--- src/rtl/uart_mux_tx.sv ---
// uart_mux_tx
// Queues (address, data) pairs from on-chip status sources and sends each
// one to the host as a 3-byte 8N1 packet: address, data, and then
// (address + data) mod 256. Bytes are sent LSB first. One idle-high cycle
// separates back-to-back packets.
//
// Ports:
//   clk           system clock
//   reset         synchronous, active-high reset
//   in_valid_i    the source presents a packet
//   in_ready_o    the FIFO can accept; a transfer occurs on valid && ready
//   in_addr_i     packet address byte
//   in_data_i     packet data byte
//   txd_o         UART serial output, idle high
//   busy_o        the serializer is outside IDLE
//   tx_done_o     one-cycle pulse when a packet's final stop bit completes
//   fifo_level_o  packets queued, not counting the one in flight
module uart_mux_tx #(
  parameter int CLKS_PER_BIT = 186,
  parameter int FIFO_DEPTH   = 4
) (
  input  logic                          clk,
  input  logic                          reset,
  input  logic                          in_valid_i,
  output logic                          in_ready_o,
  input  logic [7:0]                    in_addr_i,
  input  logic [7:0]                    in_data_i,
  output logic                          txd_o,
  output logic                          busy_o,
  output logic                          tx_done_o,
  output logic [$clog2(FIFO_DEPTH):0]   fifo_level_o
);

  localparam int            AW        = $clog2(FIFO_DEPTH);
  localparam logic [15:0]   BitLast   = 16'(CLKS_PER_BIT - 1);
  localparam logic [AW:0]   LevelFull = (AW + 1)'(FIFO_DEPTH);

  typedef enum logic [1:0] {IDLE, START, DATA, STOP} state_t;

  // FIFO storage and bookkeeping
  logic [7:0]    addrMem [FIFO_DEPTH];
  logic [7:0]    dataMem [FIFO_DEPTH];
  logic [AW-1:0] wrPtr_q, rdPtr_q;
  logic [AW:0]   count_q;
  logic          push, pop;

  // Serializer state
  state_t        state_q, state_d;
  logic [15:0]   bitCnt_q, bitCnt_d;
  logic [2:0]    bitIdx_q, bitIdx_d;
  logic [1:0]    byteIdx_q, byteIdx_d;
  logic [7:0]    shift_q, shift_d;
  logic [7:0]    pktData_q, pktData_d;
  logic [7:0]    pktSum_q, pktSum_d;
  logic          doneStage_q, doneStage_d;
  logic          lineBit;
  logic          bitLast;

  // Registered outputs
  logic          txd_q, busy_q, txDone_q;

  assign in_ready_o   = (count_q != LevelFull);
  assign push         = in_valid_i && in_ready_o;
  assign fifo_level_o = count_q;
  assign txd_o        = txd_q;
  assign busy_o       = busy_q;
  assign tx_done_o    = txDone_q;
  assign bitLast      = (bitCnt_q == BitLast);

  // Pointers wrap naturally because FIFO_DEPTH is a power of two.
  always_ff @(posedge clk) begin
    if (reset) begin
      wrPtr_q <= '0;
      rdPtr_q <= '0;
      count_q <= '0;
    end else begin
      if (push) wrPtr_q <= wrPtr_q + 1'b1;
      if (pop)  rdPtr_q <= rdPtr_q + 1'b1;
      case ({push, pop})
        2'b10:   count_q <= count_q + 1'b1;
        2'b01:   count_q <= count_q - 1'b1;
        default: count_q <= count_q;
      endcase
    end
  end

  always_ff @(posedge clk) begin
    if (push) begin
      addrMem[wrPtr_q] <= in_addr_i;
      dataMem[wrPtr_q] <= in_data_i;
    end
  end

  always_ff @(posedge clk) begin
    if (reset) begin
      state_q     <= IDLE;
      bitCnt_q    <= '0;
      bitIdx_q    <= '0;
      byteIdx_q   <= '0;
      shift_q     <= '0;
      pktData_q   <= '0;
      pktSum_q    <= '0;
      doneStage_q <= 1'b0;
      txd_q       <= 1'b1;
      busy_q      <= 1'b0;
      txDone_q    <= 1'b0;
    end else begin
      state_q     <= state_d;
      bitCnt_q    <= bitCnt_d;
      bitIdx_q    <= bitIdx_d;
      byteIdx_q   <= byteIdx_d;
      shift_q     <= shift_d;
      pktData_q   <= pktData_d;
      pktSum_q    <= pktSum_d;
      doneStage_q <= doneStage_d;
      // The line and busy lag the state by one cycle, so a push at edge N
      // reaches the line at edge N+2. tx_done follows one cycle later
      // still, rising on the edge where the last stop bit ends.
      txd_q       <= lineBit;
      busy_q      <= (state_q != IDLE);
      txDone_q    <= doneStage_q;
    end
  end

  always_comb begin
    lineBit = 1'b1;
    case (state_q)
      START:   lineBit = 1'b0;
      DATA:    lineBit = shift_q[0];
      default: lineBit = 1'b1;
    endcase
  end

  // Next-state logic. The bit counter restarts at every bit boundary, so
  // timing error cannot build up across a packet.
  always_comb begin
    state_d     = state_q;
    bitCnt_d    = bitCnt_q;
    bitIdx_d    = bitIdx_q;
    byteIdx_d   = byteIdx_q;
    shift_d     = shift_q;
    pktData_d   = pktData_q;
    pktSum_d    = pktSum_q;
    doneStage_d = 1'b0;
    pop         = 1'b0;

    case (state_q)
      IDLE: begin
        if (count_q != '0) begin
          pop       = 1'b1;
          shift_d   = addrMem[rdPtr_q];
          pktData_d = dataMem[rdPtr_q];
          pktSum_d  = addrMem[rdPtr_q] + dataMem[rdPtr_q];
          byteIdx_d = '0;
          bitCnt_d  = '0;
          state_d   = START;
        end
      end

      START: begin
        if (bitLast) begin
          bitCnt_d = '0;
          bitIdx_d = '0;
          state_d  = DATA;
        end else begin
          bitCnt_d = bitCnt_q + 16'd1;
        end
      end

      DATA: begin
        if (bitLast) begin
          bitCnt_d = '0;
          shift_d  = {1'b0, shift_q[7:1]};
          if (bitIdx_q == 3'd7) begin
            state_d = STOP;
          end else begin
            bitIdx_d = bitIdx_q + 3'd1;
          end
        end else begin
          bitCnt_d = bitCnt_q + 16'd1;
        end
      end

      STOP: begin
        if (bitLast) begin
          bitCnt_d = '0;
          if (byteIdx_q != 2'd2) begin
            // Start the next byte of the same packet with no idle gap.
            shift_d   = (byteIdx_q == 2'd0) ? pktData_q : pktSum_q;
            byteIdx_d = byteIdx_q + 2'd1;
            state_d   = START;
          end else begin
            doneStage_d = 1'b1;
            state_d     = IDLE;
          end
        end else begin
          bitCnt_d = bitCnt_q + 16'd1;
        end
      end

      default: state_d = IDLE;
    endcase
  end

endmodule

--- config.mk ---
export PLATFORM = sky130hd
export DESIGN_NAME = uart_mux_tx
export DESIGN_NICKNAME = d
export VERILOG_FILES = /design/src/rtl/uart_mux_tx.sv
export SDC_FILE = /design/constraint.sdc
export NUM_CORES = 1
export LEC_CHECK = 0
export CAP_MARGIN = 30
export CORE_MARGIN = 5
export CORE_UTILIZATION = 35
export DETAILED_ROUTE_END_ITERATION = 7
export SYNTH_ARGS = -nofsm -noshare
export SYNTH_HDL_FRONTEND = slang
export SYNTH_SLANG_ARGS = --single-unit
--- constraint.sdc ---
create_clock -name clk -period 3.25 [get_ports clk]
set_input_delay 0.325 -clock clk [delete_from_list [all_inputs] [get_ports clk]]
set_output_delay 0.325 -clock clk [all_outputs]
set_load 0.03 [all_outputs]
==> reports/qor.csv <==
stage,metric,value,unit
logic_synthesis,yosys.area.top_type,edfxtp_1,
pwr,p_per_area,943.9,nW/um2
setup_path,endpoint_kind,flop,
floorplanning,fp.dieW,136.8,um
status,status,finished clean,
min_path,hold_class,primary input to flop,
floorplanning,dieHeight,136.8,um
setup_path,reg2reg_slack,0.59,ns
final_layout,drive_gt1_frac,0.1174,
route,ant_nets,0,
clock_network,postCtsHoldBufs,0,
pwr,switching_share,0.3555,
global_routing,grt_max_degree,32,
place,place_ws,0.5576,ns
floorplanning,ios,26,
sta,fin_ws,0.5920,ns
global_routing,grt_usage,0.1305,
sta,min_period,2.658,ns
floorplanning,row_count,46,
setup_path,crit_fanout,16,
clock_network,clk_pin_slew,0.06,ns
sta,min_period_over_period,0.8178,
logic_synthesis,async_flop_share,0,
setup_path,worstPathArrival,2.99,ns
sta,worst_pin_slew,0.8803,ns
logic_synthesis,ys_warn_count,0,
sta,clock.fmax,0.3762,GHz
place,gp_congestion,0.7975,
setup_path,path_class,flop to flop,
job,drv_cap,0,
sta,rsz0062_at_grt,no,
place,hpwl,7768,um
floorplanning,initial_utilization,0.3555,
pwr,clockPowerShare,0.309,
clock_network,clk_latency,0.41,ns
logic_synthesis,synth_top_cells_by_area,"edfxtp_1 (34%), dfxtp_1 (21%), mux4_2 (6.4%)",
route,drt_wl_total,11260,um
sta,slew_headroom,0.4131,
route,viasPerCell,5.085,
clock_network,cts_tree,done,
pwr,power_switching,2247,uW
setup_path,cp.required,3.58,ns
route,firstDrtPassIters,4,
final_layout,nNetsFinal,559,
pwr,p_leak,0.002344,uW
logic_synthesis,synth_cells,488,
sta,hold_viol,0,
final_layout,layout.cells.most_common,edfxtp_1,
logic_synthesis,ys.flop_type,edfxtp_1,
floorplanning,dieArea,18710,um2
clock_network,cts.sinks,124,
final_layout,final_cell_mix,"edfxtp_1 (64), dfxtp_1 (60), a21oi_1 (47)",
floorplanning,core_area,15830,um2
clock_network,h-tree-depth,4,
sta,finalSetupViolCount,0,
final_layout,antenna_cells,0,
sta,finalMaxSlewViolations,0,
route,wl_per_cell,15.14,um
pwr,p_seq_frac,0.328,
logic_synthesis,synth_edf_count,64,
logic_synthesis,synth_top_area_frac,0.3416,
global_routing,grt_first_pass_wirelength,18920,um
setup_path,crit_path_start_kind,flop,
logic_synthesis,syn_area_per_cell,11.53,um2
pwr,p_comb_frac,0.363,
logic_synthesis,synth_cell_types,57,
global_routing,grt_pass1_vias,3812,
pwr,vdd_drop_max,0.4915,mV
sta,finClkSkew,0.009557,ns
route,vias,3783,
clock_network,numCtsBuffers,17,
clock_network,clockBufferDepth,2,
logic_synthesis,syn-cell-area,5627,um2
clock_network,post_cts_buffers,0,
logic_synthesis,ys_ff_latch,124,
global_routing,antenna_found_initial,0,
pwr,p_int,4074,uW
clock_network,postCtsResizedCells,0,
logic_synthesis,syn_nets,532,
route,first_iter_violations,211,
clock_network,clock-root-buffer,clkbuf_16,
global_routing,grt_overflow,0,
logic_synthesis,synth-seq-area-share,0.5550,
sta,setup-tns-final,0,ns
place,io_buffers,25,
final_layout,synthToLayoutAreaGrowth,19.01,%
route,post-route-drc-count,0,
-- kinds of logic after synthesis --
kind of cell,after synthesis,share of synthesized area
compound gates,101,0.1174
xor+xnor,8,0.01245
fa+ha+maj,25,0.05826
buf+inv,44,0.03180
flops,124,0.5550
mux,27,0.08361
simple gates,159,0.1414
-- synth_stat cells (all sizes together) (2+ instances only) --
library cell   n
nor3b          2
inv           22
nand4b         2
and2           9
a21oi         47
o211ai         4
a211oi         5
o31ai          2
o21ai         12
xnor2          4
mux2i         11
and3           7
o22ai          2
nor2          46
nand4          2
or3            6
nand2b         3
buf           11
a311oi        12
dfxtp         60
xor2           4
nor4           3
a41oi          4
a31oi          4
edfxtp        64
mux4          16
nand2         44
clkbuf        11
nor2b          4
and4           2
nand3         13
o41ai          2
nor3           7
o21a           2
ha            23
fa             2
nor4b          2
-- through the flow --
stage | area, um2 | util | power [uW] | instances | hold slack, ns
3_3_place_gp | 6083 | 0.3843 | 4341 | 712 | 0.4276
2_1_floorplan | 5627 | - | 3862 | 488 | 0.4138
4_1_cts | 6696 | 0.4231 | 6393 | 744 | 0.3920
3_5_place_dp | 6083 | 0.3843 | 4417 | 712 | 0.4292
5_1_grt | 6696 | 0.4231 | 6769 | 744 | 0.4232
6_report | 6696 | 0.4231 | 6321 | 744 | 0.3992
-- sequential cells by signal, indices dropped and copies added (netlist names), named ones only --
signal	count
txd_o	1
byteIdx_q	2
bitIdx_q	3
tx_done_o	1
doneStage_q	1
wrPtr_q	2
fifo_level_o	3
dataMem	32
shift_q	8
bitCnt_q	16
state_q	2
addrMem	32
pktSum_q	8
pktData_q	8
busy_o	1
rdPtr_q	2
-- area by class of cell --
cell class	count	area (um2)
Multi-Input combinational cell	320	2325
Inverter	22	82.58
Tap cell	216	270.3
Sequential cell	124	3123
Clock inverter	15	187.7
Clock buffer	17	425.4
Fill cell	1482	9131
Timing Repair Buffer	30	282.8
-- final timing paths --
check | cells past startpoint | startpoint | endpoint
hold reg to reg | 1 | doneStage_q$_SDFF_PP0_ | tx_done_o$_SDFF_PP0_
setup / recovery | 8 | flop | pktSum_q[7]$_SDFFE_PP0P_
setup reg to reg | 8 | flop | pktSum_q[7]$_SDFFE_PP0P_
hold / removal | 2 | reset | fifo_level_o[0]$_SDFFE_PP0P_
-- power groups by stage --
stage / combinational [uW] / clock [uW] / sequential [uW]
final: 2290 / 1960 / 2070
after floorplan: 1760 / 0 / 2100
after global placement: 2250 / 0 / 2100
after CTS: 2320 / 2000 / 2080
after global routing: 2600 / 2070 / 2100
after detailed placement: 2310 / 0 / 2110
-- routing by layer --
metal	wire length [um]	share of wire	global-route usage
met1	5042	0.45	0.1582
met2	5676	0.50	0.2182
met3	492	0.044	0.04632
met4	50	0.0044	0.04047
met5	0	0	0
-- worst max-delay path, stage by stage (launching register included) --
cell and delay (ns):
dfxtp_1 0.31, buf_4 0.30, mux4_2 0.58, ha_1 0.31
a21oi_1 0.20, o211ai_1 0.17, o41ai_1 0.35, xnor2_1 0.13
a211oi_1 0.22
Note: power is estimated with default switching activity, not from simulation.
